[src/rtl/sdr_arbiter.sv]
// N-channel SDRAM request arbiter, toggle req/ack on both client and host sides.
// Optional per-channel grant counters are built when SDR_ARB_STATS_EN is defined.
module sdr_arbiter #(
  parameter int NUM_CH = 5,
  parameter int ADDR_W = 27,
  parameter int DATA_W = 64,
  parameter int BE_W   = 8
) (
  input  logic                     clk,
  input  logic                     reset,
  input  logic                     prio_rr,
  input  logic [NUM_CH-1:0]        ch_mask,
  input  logic [NUM_CH-1:0]        ch_req,
  output logic [NUM_CH-1:0]        ch_ack,
  input  logic [NUM_CH-1:0]        ch_rw,
  input  logic [NUM_CH*ADDR_W-1:0] ch_addr,
  input  logic [NUM_CH*DATA_W-1:0] ch_data,
  input  logic [NUM_CH*BE_W-1:0]   ch_be,
  output logic [NUM_CH*DATA_W-1:0] ch_q,
  output logic                     sdr_req,
  input  logic                     sdr_ack,
  output logic                     sdr_rw,
  output logic [ADDR_W-1:0]        sdr_addr,
  output logic [DATA_W-1:0]        sdr_data,
  output logic [BE_W-1:0]          sdr_be,
  input  logic [DATA_W-1:0]        sdr_q,
  output logic [NUM_CH*16-1:0]     grant_cnt
);

  localparam int              CH_W     = (NUM_CH > 1) ? $clog2(NUM_CH) : 1;
  localparam logic [CH_W:0]   NUM_CH_X = (CH_W+1)'(NUM_CH);
  localparam logic [CH_W-1:0] LAST_CH  = CH_W'(NUM_CH - 1);

  typedef enum logic {S_IDLE, S_ACTIVE} state_t;

  state_t                   state_q, state_d;
  logic [CH_W-1:0]          active_q, active_d;
  logic [CH_W-1:0]          last_q, last_d;
  logic [NUM_CH-1:0]        ack_q, ack_d;
  logic [NUM_CH*DATA_W-1:0] q_q, q_d;
  logic                     req_q, req_d;
  logic                     rw_q, rw_d;
  logic [ADDR_W-1:0]        addr_q, addr_d;
  logic [DATA_W-1:0]        data_q, data_d;
  logic [BE_W-1:0]          be_q, be_d;

  logic [NUM_CH-1:0] eligible;
  logic [CH_W:0]     start, cand;
  logic              found;
  logic [CH_W-1:0]   win;
  logic              grant;

  // Circular search from start; fixed priority is simply start = 0.
  always_comb begin
    eligible = (ch_req ^ ack_q) & ch_mask;
    start    = prio_rr ? ({1'b0, last_q} + (CH_W+1)'(1)) : '0;
    found    = 1'b0;
    win      = '0;
    cand     = '0;
    for (int k = 0; k < NUM_CH; k++) begin
      cand = start + (CH_W+1)'(k);
      if (cand >= NUM_CH_X) cand = cand - NUM_CH_X;
      if (!found && eligible[cand[CH_W-1:0]]) begin
        found = 1'b1;
        win   = cand[CH_W-1:0];
      end
    end
  end

  assign grant = (state_q == S_IDLE) && found;

  // NOTE: every _d starts from its _q so no path through this block leaves a latch.
  always_comb begin
    state_d  = state_q;
    active_d = active_q;
    last_d   = last_q;
    ack_d    = ack_q;
    q_d      = q_q;
    req_d    = req_q;
    rw_d     = rw_q;
    addr_d   = addr_q;
    data_d   = data_q;
    be_d     = be_q;
    case (state_q)
      S_IDLE: begin
        if (found) begin
          req_d    = ~req_q;
          rw_d     = ch_rw[win];
          addr_d   = ch_addr[int'(win)*ADDR_W +: ADDR_W];
          data_d   = ch_data[int'(win)*DATA_W +: DATA_W];
          be_d     = ch_be[int'(win)*BE_W +: BE_W];
          active_d = win;
          last_d   = win;
          state_d  = S_ACTIVE;
        end
      end
      S_ACTIVE: begin
        if (req_q == sdr_ack) begin
          ack_d[active_q] = ~ack_q[active_q];
          if (rw_q) q_d[int'(active_q)*DATA_W +: DATA_W] = sdr_q;
          state_d = S_IDLE;
        end
      end
      default: state_d = S_IDLE;
    endcase
  end

  // NOTE: ch_q is a bank of per-channel flops, not a RAM, so it clears on reset like the rest.
  always_ff @(posedge clk or posedge reset) begin
    if (reset) begin
      state_q  <= S_IDLE;
      active_q <= '0;
      last_q   <= LAST_CH;
      ack_q    <= '0;
      q_q      <= '0;
      req_q    <= 1'b0;
      rw_q     <= 1'b1;
      addr_q   <= '0;
      data_q   <= '0;
      be_q     <= '0;
    end else begin
      state_q  <= state_d;
      active_q <= active_d;
      last_q   <= last_d;
      ack_q    <= ack_d;
      q_q      <= q_d;
      req_q    <= req_d;
      rw_q     <= rw_d;
      addr_q   <= addr_d;
      data_q   <= data_d;
      be_q     <= be_d;
    end
  end

  assign ch_ack   = ack_q;
  assign ch_q     = q_q;
  assign sdr_req  = req_q;
  assign sdr_rw   = rw_q;
  assign sdr_addr = addr_q;
  assign sdr_data = data_q;
  assign sdr_be   = be_q;

`ifdef SDR_ARB_STATS_EN
  logic [NUM_CH*16-1:0] cnt_q, cnt_d;

  always_comb begin
    cnt_d = cnt_q;
    if (grant && (cnt_q[int'(win)*16 +: 16] != 16'hFFFF))
      cnt_d[int'(win)*16 +: 16] = cnt_q[int'(win)*16 +: 16] + 16'd1;
  end

  always_ff @(posedge clk or posedge reset) begin
    if (reset) cnt_q <= '0;
    else       cnt_q <= cnt_d;
  end

  assign grant_cnt = cnt_q;
`else
  assign grant_cnt = '0;
`endif

endmodule

[config.mk]
export PLATFORM = sky130hd
export DESIGN_NAME = sdr_arbiter
export DESIGN_NICKNAME = d
export VERILOG_FILES = /design/src/rtl/sdr_arbiter.sv
export SDC_FILE = /design/constraint.sdc
export NUM_CORES = 1
export LEC_CHECK = 0
export BUFFER_PORTS_ARGS = -buffer_cell sky130_fd_sc_hd__buf_2
export CAP_MARGIN = 20
export CELL_PAD_IN_SITES_DETAIL_PLACEMENT = 1
export CELL_PAD_IN_SITES_GLOBAL_PLACEMENT = 2
export CORE_AREA = 10 10 419 421
export CTS_CLUSTER_DIAMETER = 60
export DETAILED_ROUTE_END_ITERATION = 6
export DIE_AREA = 0 0 429 431
export PLACE_DENSITY = 0.46
export SETUP_SLACK_MARGIN = 0.02
export SLEW_MARGIN = 20
export SYNTH_ARGS = -nofsm -noshare
export SYNTH_HDL_FRONTEND = slang
export SYNTH_SLANG_ARGS = --single-unit
[constraint.sdc]
create_clock -name clk -period 20.3 [get_ports clk]
set_clock_uncertainty 0.15 [all_clocks]
set_input_delay 4.06 -clock clk [delete_from_list [all_inputs] [get_ports clk]]
set_output_delay 4.06 -clock clk [all_outputs]
set_load 0.05 [all_outputs]
# Word level (Yosys, flattened, before mapping)
# Index checks and enable logic that the tools add are counted.
[op_classes]
n_addsub = 11
multipliers = 1
n_lt_le_gt_ge = 13
n_eq_ne = 1
n_shift = 5
mux = 37
bitwise_logic = 5
n_reduce_logical = 12
[op_table]
columns = ["op", "count"]
rows = [
  ["$bwmux 320", 1],
  ["$shift 64x33->320 const A", 1],
  ["$shiftx 320x10->64", 1],
  ["$shiftx 64x33->320", 1],
  ["$shiftx 135x9->27", 1],
  ["$shiftx 40x7->8", 1],
  ["$neg 9->33", 1],
  ["$mux 3", 10],
  ["$lt 3x4->1 const B", 7],
  ["$bmux 1 s3", 7],
  ["$ge 4x3->1 const B", 5],
  ["$mux 1", 15],
  ["$sub 3x3->3 const B", 5],
  ["$add 4x2->4 const B", 2],
  ["$mul 3x5->8 const B", 1],
  ["$and 5x5->5", 1],
  ["$bwmux 5", 1],
  ["$logic_and 1x1->1", 5],
  ["$xor 5x5->5", 1],
  ["$add 3x1->4 const B", 1],
  ["$add 4x1->4 const B", 1],
  ["$add 4x3->4 const B", 1],
  ["$logic_not 1->1", 4],
  ["$mux 4", 1],
  ["7 further kinds", 10],
]
[totals]
ff_bits = 433
in_bits = 578
out_inout_bits = 506
wordCells = 95

# Longest topological paths before layout
[logic_depth]
ltp_word = 21
depth_mapped = 21
mapped_depth_nobuf = 15

# Worst setup path after synthesis
# No wires, ideal clock.
[synth_path]
path_type = "input port to flip-flop"
from = "in prio_rr"
to = "reg be_q[1], in the netlist sdr_be[1]"
setup_ns = 0.120
arrival_time_ns = 7.848
required_ns = 20.030
setup_slack_ns = 12.182
path_stages = 16
path_buffers = 3
cell_sequence = "clkinv_1 nor2_1 ha_1 clkbuf_1 nand4_1 a21oi_1 o32ai_2 mux2i_1 or4b_4 o31a_1 a2111o_1 nand2_1 buf_6 buf_6 mux2_1 o211a_1"
[synth_between]
elab_chain_cells = 19
elab_cells_between_ends = 50
cone_classes = "9 x add/sub; 5 x order compare; 1 x shift; 26 x mux; 9 x reduce/logical"
[synth_lines]
columns = ["element", "line_no", "text"]
rows = [
  ["start, declared", "11", "input logic prio_rr,"],
  ["$mux 4 (*)", "56", "start = prio_rr ? ({1'b0, last_q} + (CH_W+1)'(1)) : '0;"],
  ["parallel branches: the longest is 18 deep, another holds $add 4x1->4", "n/a", ""],
  ["end signal, assigned", "120", "be_q <= '0;"],
  ["end signal, assigned", "131", "be_q <= be_d;"],
  ["end, declared", "45", "logic [BE_W-1:0] be_q, be_d;"],
]
# Mark *: on every way between the ends. The select of a mux whose other input is x is not followed.
# A chain may end at the register's enable or synchronous reset.

# Worst setup path after layout
[layout_path]
from = "in prio_rr"
to = "reg data_q[50], in the netlist sdr_data[50]"
[layout_between]
elab_chain_cells = 19
elab_cells_between_ends = 50
cone_classes = "9 x add/sub; 5 x order compare; 1 x shift; 26 x mux; 9 x reduce/logical"
[layout_lines]
columns = ["element", "line_no", "text"]
rows = [
  ["$mux 4 (*)", "56", ""],
  ["parallel branches: the longest is 18 deep, another holds $add 4x1->4", "n/a", ""],
  ["end signal, assigned", "130", "data_q <= data_d;"],
  ["end, declared", "44", "logic [DATA_W-1:0] data_q, data_d;"],
]
# Marks and branches as above.

==> results by group <==
Yosys
  • Average cell area after synthesis: 10.96 um2
  • Synth top cells by count: dfrtp_1 (429), nand2_1 (155), o21ai_0 (154)
  • Sequential fraction of the synthesis area: 0.4889
  • Yosys warnings: 0
  • Post-synthesis cell type with the largest combined area: dfrtp_1
  • Summed instance area of the synthesized netlist: 22070 um2
  • Proportion of netlist area held by the largest area contributor: 0.4865
  • Number of enable flip-flop cells after synthesis: 0
  • Synth Flop Type: dfrtp_1
  • Ys async rst share: 1.000
  • Number of synthesized register bits: about 430
  • Library cell with the highest instance count after synthesis: dfrtp_1
  • Cells taking the most area after synthesis: dfrtp_1 (49%), mux2_2 (7.1%), a22o_1 (5.1%), o211a_1 (4.6%), mux2_1 (4.5%)
  • Cells after Synth: 2013
  • Netlist cell types: 76

STA
  • Number of pins with negative max-slew slack in the final report: 0
  • Final period util: 0.5052
  • Setup repair after global routing missed its margin: false
  • Accumulated negative setup slack: 0 ps
  • Setup violations, final: 0
  • Relative slew slack: 0.2527
  • Worst Hold Slack: 323.0 ps
  • Final hold vios: 0
  • Fmax: 0.09750 GHz
  • Time the worst path needs with I/O delays and setup: a little over 10000 ps
  • Least-Margin Pin Slew: 1121 ps

Die
  • Core Box Area: 166700 um2
  • Area of the die: 184900 um2
  • Die X-Extent: between 400 and 500 um
  • Starting density of the core: 0.1324
  • I/O pin total: 1084
  • Std-Cell Rows: 150
  • Die Y: roughly 430 um

Hold path
  • Path category of the worst min-delay check: register to register

Routing
  • Routed wire per std cell: 27.84 um
  • Number of antenna-violating nets in the routed design: 0
  • Vias after detailed routing: approximately 21000
  • Iteration count of the initial detailed-routing pass: 5
  • Overall routed net length: 145.9 mm
  • Post-detailed-route DRC marker count: 0
  • Routed vias/inst: 4.023
  • Number of DRC markers after the initial detailed-route iteration: 956

Clock tree
  • Register clock-pin slew on the reported worst setup and hold paths: 50 ps
  • Clock Root Buffer: clkbuf_16
  • H-tree levels: 3
  • Clock tree buffer depth: 3
  • Post-CTS Hold Fix Bufs: 0
  • CTS tree: done
  • Quantity of gates resized following cts: 0
  • Skew-Pair Late Insertion Delay: around 680 ps
  • Number of buffers created by CTS: 80
  • Number of sinks handled by clock tree synthesis: between 400 and 500
  • Postcts setup bufs: 0

Global routing
  • Initial antenna violation count: 89
  • Wire length of the first global-routing pass: 198.1 mm
  • Global routing usage summed across all routing layers: 0.1496
  • Via count of the first global-routing pass: 22677
  • Global route overflow: 0
  • Largest net degree at the start of global routing: 102

Placement
  • Number of cells after detailed placement: ~5100
  • Post-DP Area: 29140 um2
  • Placer congestion estimate: 0.8031
  • HPWL Detailed: 111.0 mm
  • Port Buf Inserts: 1003

Finish
  • Fillcell total: 19501
  • Share of cells above drive strength 1: 0.4445
  • Synth-to-Final Area Change: 44.90%
  • Post-layout instance count excluding filler cells: 5240
  • Area of all placed cells without fillers: roughly 32000 um2
  • Final nets: 3545

Flow run
  • Max Cap Viol: 0

Critical path
  • Crit path required time: 20690 ps
  • Critical-path maximum fanout: 56
  • Crit start category: primary input
  • Critical Path End Type: register
  • Type of the worst setup path: primary input to register
  • Endpoint arrival time on the critical path: 10640 ps

Status
  • Status: complete, no violations
-- stage by stage --
stage,utilization,worst slack (ps)
4_1_cts,0.1916,9932
6_report,0.1919,10040
2_1_floorplan,-,4090
3_5_place_dp,0.1748,9193
5_1_grt,0.1918,9506
3_3_place_gp,0.1748,9175
-- worst max-delay path: stages --
cell,delay [ps]
buf_2,190
nand2b_1,550
inv_1,440
ha_1,510
nor2b_1,320
nor3_1,110
or4_1,430
nand4_1,120
nor3_1,130
or3_1,550
a2111o_2,830
nand2_4,770
buf_4,850
mux2_1,410
o211a_1,210
-- sequential cells by signal (all words and copies together) (netlist names) --
signal,count
ch_ack,5
active_q,3
sdr_rw,1
sdr_req,1
sdr_data,64
state_q,1
last_q,1
sdr_be,8
ch_q,320
sdr_addr,27
-- final timing paths --
path                              from      endpoint  slack (ps)  depth (start not counted)
setup / recovery               prio_rr  sdr_data[50]       10040                         15
hold / removal               ch_q[225]     ch_q[225]         320                          2
setup reg to reg           active_q[0]  sdr_data[50]       12250                         17
hold reg to reg              ch_q[225]     ch_q[225]         320                          2
max in group asynchronous        reset  sdr_addr[22]       14360                          4
min in group asynchronous        reset      ch_q[30]        3330                          2
-- layout by cell type, fill, tap and decap left out, drive strengths merged, types with 9 or more instances in the layout --
master / count
buf: 1037
dfrtp: 429
mux2: 229
o21ai: 183
nand2: 155
a22o: 128
nand3: 115
clkbuf: 107
nand4: 105
o211a: 101
o22a: 100
conb: 80
inv: 26
nor2: 23
diode: 19
clkinv: 18
ha: 14
a21oi: 13
nor3: 13
xnor2: 11
o211ai: 9
-- logic make-up (layout without fill, tap and decap cells) --
group | after synthesis | after routing | share of synthesized area
adders and majority gates | 14 | 14 | 0.007938
and+or+nand+nor | 452 | 452 | 0.1019
other | 1 | 99 | 0.0001699
muxes | 236 | 236 | 0.1200
xor gates and xnor gates | 18 | 18 | 0.008335
buffers and inverters | 274 | 1199 | 0.06719
AOI/OAI and AO/OA | 587 | 587 | 0.2055
DFF | 431 | 431 | 0.4889
-- cell type report --
| type | instances | area, um2 | area share |
|---|---|---|---|
| sequential | 431 | 10790 | 0.3374 |
| timing repair buffer | 1037 | 5288 | 0.1654 |
| clock buffer | 107 | 2223 | 0.06953 |
| antenna | 19 | 47.55 | 0.001487 |
| multi-input combinational | 1387 | 10240 | 0.3201 |
| inverter | 16 | 67.56 | 0.002113 |
| tap | 2204 | 2758 | 0.08624 |
| clock inverter | 39 | 568.0 | 0.01776 |
-- per-layer routing --
metal	GRT usage	wire [um]
met1	0.1581	54280
met2	0.2819	77300
met3	0.04681	9509
met4	0.04490	4343
met5	0	432
Power is left out: the tool's default activity adds up to more than one toggle a clock period on the data nets, which glitch-free logic cannot reach.
